<file path="config.mk">
export PLATFORM = sky130hd
export DESIGN_NAME = vga_timing_gen
export DESIGN_NICKNAME = d
export VERILOG_FILES = /design/src/rtl/vga_pkg.sv /design/src/rtl/vga_axis_counter.sv /design/src/rtl/vga_timing_gen.sv
export SDC_FILE = /design/constraint.sdc
export NUM_CORES = 1
export LEC_CHECK = 0
export CAP_MARGIN = 25
export CORE_ASPECT_RATIO = 1.4
export CORE_MARGIN = 4
export CORE_UTILIZATION = 45
export CTS_BUF_LIST = sky130_fd_sc_hd__clkbuf_8 sky130_fd_sc_hd__clkbuf_16
export DETAILED_ROUTE_END_ITERATION = 8
export PLACE_DENSITY = 0.81
export SLEW_MARGIN = 10
export SYNTH_ARGS = -nofsm -noshare
export SYNTH_HDL_FRONTEND = slang
export SYNTH_HIERARCHICAL = 1
export SYNTH_SLANG_ARGS = --single-unit
</file>
<file path="constraint.sdc">
create_clock -name clk -period 3.7 [get_ports clk]
set_clock_uncertainty 0.05 [all_clocks]
set_input_delay 0.37 -clock clk [delete_from_list [all_inputs] [get_ports clk]]
set_output_delay 0.37 -clock clk [all_outputs]
set_load 0.05 [all_outputs]
</file>
<file path="src/rtl/vga_pkg.sv">
// Default 640x480@60 timing constants, counter widths and the per-axis phase type.
// Pure declarations; no latency or flow control.
package vga_pkg;

    localparam int DEF_CLK_DIV  = 2;

    localparam int DEF_H_ACTIVE = 640;
    localparam int DEF_H_FP     = 16;
    localparam int DEF_H_SYNC   = 96;
    localparam int DEF_H_BP     = 48;
    localparam int DEF_H_TOTAL  = DEF_H_ACTIVE + DEF_H_FP + DEF_H_SYNC + DEF_H_BP;

    localparam int DEF_V_ACTIVE = 480;
    localparam int DEF_V_FP     = 10;
    localparam int DEF_V_SYNC   = 2;
    localparam int DEF_V_BP     = 33;
    localparam int DEF_V_TOTAL  = DEF_V_ACTIVE + DEF_V_FP + DEF_V_SYNC + DEF_V_BP;

    localparam int DEF_WIN_X0   = 200;
    localparam int DEF_WIN_X1   = 425;
    localparam int DEF_WIN_Y0   = 150;
    localparam int DEF_WIN_Y1   = 375;

    localparam int HC_W = 11;
    localparam int VC_W = 10;

    typedef enum logic [1:0] {
        PH_ACTIVE,
        PH_FP,
        PH_SYNC,
        PH_BP
    } vga_phase_e;

endpackage

</file>
<file path="src/rtl/vga_axis_counter.sv">
// One raster axis: position counter, ACTIVE/FP/SYNC/BP phase FSM and registered sync.
// Latency: count/sync update on the enabled edge; next-state values exposed for aligned flags. No backpressure.
module vga_axis_counter
    import vga_pkg::*;
#(
    parameter int W      = HC_W,
    parameter int ACTIVE = DEF_H_ACTIVE,
    parameter int FP     = DEF_H_FP,
    parameter int SYNC   = DEF_H_SYNC,
    parameter int BP     = DEF_H_BP,
    parameter bit POL    = 1'b0
) (
    input  logic         clk,
    input  logic         rst,
    input  logic         adv,
    output logic [W-1:0] count,
    output logic [W-1:0] count_nxt,
    output logic         wrap,
    output logic         act_nxt,
    output logic         sync
);

    localparam logic [W-1:0] A_LAST = W'(ACTIVE - 1);
    localparam logic [W-1:0] F_LAST = W'(ACTIVE + FP - 1);
    localparam logic [W-1:0] S_LAST = W'(ACTIVE + FP + SYNC - 1);
    localparam logic [W-1:0] B_LAST = W'(ACTIVE + FP + SYNC + BP - 1);

    vga_phase_e phase, phase_nxt;

    always_comb begin
        wrap      = adv && (count == B_LAST);
        count_nxt = count;
        phase_nxt = phase;
        if (adv) begin
            count_nxt = wrap ? '0 : count + 1'b1;
            case (phase)
                PH_ACTIVE: if (count == A_LAST) phase_nxt = PH_FP;
                PH_FP:     if (count == F_LAST) phase_nxt = PH_SYNC;
                PH_SYNC:   if (count == S_LAST) phase_nxt = PH_BP;
                PH_BP:     if (count == B_LAST) phase_nxt = PH_ACTIVE;
                default:   phase_nxt = PH_BP;
            endcase
        end
        act_nxt = (phase_nxt == PH_ACTIVE);
    end

    // Reset parks on the last position, which belongs to the back porch.
    always_ff @(posedge clk) begin
        if (rst) begin
            count <= B_LAST;
            phase <= PH_BP;
            sync  <= !POL;
        end else begin
            count <= count_nxt;
            phase <= phase_nxt;
            sync  <= (phase_nxt == PH_SYNC) ? POL : !POL;
        end
    end

endmodule

</file>
<file path="src/rtl/vga_timing_gen.sv">
// VGA raster timing with image-window qualifiers; VGA_TEST_PATTERN_EN adds an RGB332 pattern output.
// Latency: all outputs registered from next-state counters (zero skew to hcount/vcount). No backpressure.
module vga_timing_gen
    import vga_pkg::*;
#(
    parameter int CLK_DIV  = DEF_CLK_DIV,
    parameter int H_ACTIVE = DEF_H_ACTIVE,
    parameter int H_FP     = DEF_H_FP,
    parameter int H_SYNC   = DEF_H_SYNC,
    parameter int H_BP     = DEF_H_BP,
    parameter int V_ACTIVE = DEF_V_ACTIVE,
    parameter int V_FP     = DEF_V_FP,
    parameter int V_SYNC   = DEF_V_SYNC,
    parameter int V_BP     = DEF_V_BP,
    parameter bit HS_POL   = 1'b0,
    parameter bit VS_POL   = 1'b0,
    parameter int WIN_X0   = DEF_WIN_X0,
    parameter int WIN_X1   = DEF_WIN_X1,
    parameter int WIN_Y0   = DEF_WIN_Y0,
    parameter int WIN_Y1   = DEF_WIN_Y1
) (
    input  logic            clk,
    input  logic            rst,
    output logic            pix_tick,
    output logic [HC_W-1:0] hcount,
    output logic [VC_W-1:0] vcount,
    output logic            hsync,
    output logic            vsync,
    output logic            blank_n,
    output logic            line_start,
    output logic            frame_start,
    output logic            win_active,
    output logic            win_first
`ifdef VGA_TEST_PATTERN_EN
    ,
    output logic [7:0]      pattern
`endif
);

    localparam int H_TOT = H_ACTIVE + H_FP + H_SYNC + H_BP;
    localparam int V_TOT = V_ACTIVE + V_FP + V_SYNC + V_BP;
    localparam int DIV_W = (CLK_DIV > 1) ? $clog2(CLK_DIV) : 1;

    if (CLK_DIV < 1) begin : g_bad_div
        $error("vga_timing_gen: CLK_DIV must be >= 1");
    end
    if (H_TOT > (1 << HC_W) || WIN_X0 >= (1 << HC_W) || WIN_X1 >= (1 << HC_W)) begin : g_bad_h
        $error("vga_timing_gen: horizontal parameter exceeds hcount width");
    end
    if (V_TOT > (1 << VC_W) || WIN_Y0 >= (1 << VC_W) || WIN_Y1 >= (1 << VC_W)) begin : g_bad_v
        $error("vga_timing_gen: vertical parameter exceeds vcount width");
    end

    logic [DIV_W-1:0] div;
    logic [HC_W-1:0]  h_nxt;
    logic [VC_W-1:0]  v_nxt;
    logic             h_wrap, v_wrap, h_act_nxt, v_act_nxt;
    logic             win_nxt;

    assign pix_tick = (div == DIV_W'(CLK_DIV - 1));

    always_ff @(posedge clk) begin
        if (rst || pix_tick) div <= '0;
        else                 div <= div + 1'b1;
    end

    vga_axis_counter #(
        .W(HC_W), .ACTIVE(H_ACTIVE), .FP(H_FP), .SYNC(H_SYNC), .BP(H_BP), .POL(HS_POL)
    ) u_h (
        .clk(clk), .rst(rst), .adv(pix_tick),
        .count(hcount), .count_nxt(h_nxt), .wrap(h_wrap), .act_nxt(h_act_nxt), .sync(hsync)
    );

    vga_axis_counter #(
        .W(VC_W), .ACTIVE(V_ACTIVE), .FP(V_FP), .SYNC(V_SYNC), .BP(V_BP), .POL(VS_POL)
    ) u_v (
        .clk(clk), .rst(rst), .adv(h_wrap & pix_tick),
        .count(vcount), .count_nxt(v_nxt), .wrap(v_wrap), .act_nxt(v_act_nxt), .sync(vsync)
    );

    // Window is deliberately not qualified by blanking; it may extend past the active area.
    always_comb begin
        win_nxt = (h_nxt >= HC_W'(WIN_X0)) && (h_nxt <= HC_W'(WIN_X1)) &&
                  (v_nxt >= VC_W'(WIN_Y0)) && (v_nxt <= VC_W'(WIN_Y1));
    end

    always_ff @(posedge clk) begin
        if (rst) begin
            blank_n     <= 1'b0;
            line_start  <= 1'b0;
            frame_start <= 1'b0;
            win_active  <= 1'b0;
            win_first   <= 1'b0;
        end else begin
            blank_n     <= h_act_nxt && v_act_nxt;
            line_start  <= (h_nxt == '0);
            frame_start <= (h_nxt == '0) && (v_nxt == '0);
            win_active  <= win_nxt;
            win_first   <= (h_nxt == HC_W'(WIN_X0)) && (v_nxt == VC_W'(WIN_Y0));
        end
    end

`ifdef VGA_TEST_PATTERN_EN
    always_ff @(posedge clk) begin
        if (rst)                        pattern <= 8'h00;
        else if (h_act_nxt && v_act_nxt) pattern <= {h_nxt[9:7], v_nxt[8:6], h_nxt[6:5]};
        else                            pattern <= 8'h00;
    end
`endif

    logic unused_v_wrap;
    assign unused_v_wrap = v_wrap;

endmodule

</file>
==> results.cfg <==
[synth]
synth.distinct_cells = 58
synthesis.area_mm2 = 0.00187
synth_top_family_by_area = simple AND/OR/NAND/NOR gates
synth_fp_nets = 218
synthMuxAreaShare = 0
synth_seq_cells = 33
synth_xor_xnor_area_share = 0.0794
synth_fa_ha_area_frac = 0.0267
synth_compound_gate_area_share = 0.121
synth_warnings = 6
synth_area_per_cell_um2 = 8.84
yosys.area_share.simple = 0.376
synthCells = 212
ys_seq_area_frac = 0.352

[grt]
grt_pass1_wl_um = 7900
grt_pass1_vias = 1746
grt.overflow.total = 0
grt_usage = 0.183
antenna_found_initial = 0
grt_max_degree = 22

[die]
row_count = 27
dieHeight_um = 84.4
io_pins = 31
fp.dieArea_mm2 = 0.00528
coreArea_mm2 = 0.00399
fp.dieW_um = 62.5
initial_core_util = 0.470

[routing]
initialDrtViolationCount = 65
vias = 1710
firstDrtPassIters = 4
antenna_left = 0
routed_wl_um = 4550
wl_per_cell_um = 15.8
viasPerCell = 5.94
drc = 0

[clocking]
h-tree-depth = 2
clk_latency_ps = 280
cts_max_path_buffers = 2
cts_root_buf = clkbuf_8
path_clk_slew_ps = 70
clock-sinks = 33
cts_resized = 0
post_cts_buffers = 0
cts_inserted_buffers = 5
hold_buffers = 0
tritoncts = done

[worst_setup_path]
crit_path_end_kind = flop
critPathBufInv = 2
cp_data_required_time_ps = 3870
cp-start-kind = flop
worst-endpoint-arrival_ps = 3380
worst-path-max-fanout = 7
slowest_stage = or4b_4
crit_chain = or4b_4, nor4_2, and2_1, inv_1, nor4_4, buf_4, nor2_1, or3_2, nor4_1, and3_1
timing_worst_setup_path_type = reg2reg
r2r_slack_ps = 500
critPathMaxStageDelay_ps = 580
critPathTopFamily = simple AND/OR/NAND/NOR gates

[placed_design]
dpl.hpwl_um = 3380
placed_area_mm2 = 0.00221
place_ws_ps = 525
portBuffers = 30
dpl.cell_count = 280
gp_congestion = 0.950

[finish]
n_antenna_cell = 0
fin_nets = 250
stdcell_count = 288
area_delta_synth_final_pct = 23.3
drive_gt1_frac = 0.110
final_core_util = 0.580
stdcell_area_mm2 = 0.00231

[sta]
fmax_mhz = 312
timing.slew.headroom = 0.481
setup_viol = 0
hold_violations = 0
layout_setup_ws_ps = 497
slew_viol_final = 0
post-route-period-util = 0.866
min_period_ps = 3200
rsz0062_at_grt = no
worst_pin_slew_ps = 776
fin_setup_tns_ps = 0

[power_and_ir_drop]
ir_worst_vdd_mv = 0.245
power.leakage_nw = 0.876
cellPowerDensity_mw_per_mm2 = 416

[run_status]
outcome = finished, final reports clean

[hold_path]
min_path_type = reg2reg

[job]
maxCapViolations = 0
## metrics by stage
step	total power (W)	hold slack, ps
global placement	0.000665	508
global route	0.00102	554
CTS	0.000968	529
finish	0.000960	524
floorplan	0.000602	387
detailed placement	0.000668	514
## Yosys cell counts, drive strengths merged
cell	instances	share of area
dfxtp	33	0.35
nor2	16	0.033
nand2	12	0.024
nand3	12	0.035
nor3	10	0.027
nor4	10	0.053
inv	9	0.018
xor2	9	0.042
nand2b	8	0.028
nand4	8	0.030
xnor2	8	0.037
nor3b	7	0.028
o21ai	6	0.016
buf	5	0.018
clkbuf	4	0.0080
ha	4	0.027
nand3b	4	0.016
nor2b	4	0.013
or2	3	0.010
or3	3	0.011
or4b	3	0.020
a211o	2	0.0093
a21oi	2	0.0053
a41o	2	0.011
and2	2	0.0067
and3	2	0.0067
nor4bb	2	0.011
o21bai	2	0.0080
o31ai	2	0.0080
o41ai	2	0.013
or3b	2	0.0093
a2111o	1	0.0060
a2111oi	1	0.0047
a21o	1	0.0040
a311oi	1	0.0047
a31o	1	0.0047
a32o	1	0.0060
and2b	1	0.0040
and4	1	0.0047
o211ai	1	0.0040
o21a	1	0.0040
o22ai	1	0.0033
o2bb2ai	1	0.0047
o311ai	1	0.0047
or4	1	0.0060
## power by group
group	internal, W	total (W)	switching, W
clock	0.000168	0.000295	0.000127
sequential	0.000377	0.000413	0.0000360
combinational	0.0000954	0.000252	0.000157
total	0.000640	0.000960	0.000320
## state kept, by name (all words and copies together) (netlist names)
register / count
win_first: 1
u_v/phase: 2
win_active: 1
u_h/count: 11
u_v/count: 10
line_start: 1
u_h/sync: 1
frame_start: 1
u_v/sync: 1
pix_tick: 1
blank_n: 1
u_h/phase: 2
## per-layer routing
metal	vias to the layer above	global-route usage	wire length (um)
li1	837	-	-
met1	818	0.201	1890
met2	44	0.321	2390
met3	11	0.0402	177
met4	0	0.108	95
met5	-	0	0
## kinds of logic (layout without fill, tap and decap cells)
logic type,count (synthesis),in the layout
buf+inv,18,51
xor+xnor,17,17
simple gates,111,111
fa+ha+maj,4,4
flops,33,33
compound gates,29,29
## final timing paths
check | startpoint | to | cells past startpoint
hold reg to reg | pix_tick | pix_tick | 1
setup / recovery | u_h/count[6] | frame_start | 10
setup reg to reg | u_h/count[6] | frame_start | 10
hold / removal | pix_tick | pix_tick | 1
## cell usage in the layout (no fill, tap or decap), types with 2 or more instances in the layout
cell type        count
buf_4                4
a41o_1               2
nor4bb_1             2
o21ai_1              2
nor4_4               2
ha_1                 4
nor4_1               7
or4b_4               2
o21bai_1             2
or3_1                2
nand3_1             11
a211o_1              2
or3b_1               2
nand3b_1             4
and2_1               2
nor2_1              15
xor2_1               9
nand2_1             12
inv_1                9
nor3_1              10
o31ai_1              2
dfxtp_1             33
clkbuf_8             7
a21oi_1              2
and3_1               2
nor2b_1              4
nand2b_1             7
or2_2                2
o21ai_0              4
xnor2_1              8
nand4_1              7
nor3b_1              7
clkdlybuf4s50_1     30
## layout make-up
class	instances	area (um2)
Sequential cell	33	661
Clock buffer	7	96.3
Multi-Input combinational cell	161	1130
Clock inverter	1	5.00
Timing Repair Buffer	34	330
Inverter	9	33.8
Tap cell	43	53.8
Fill cell	394	1680
Note: power is estimated with default switching activity, not from simulation.
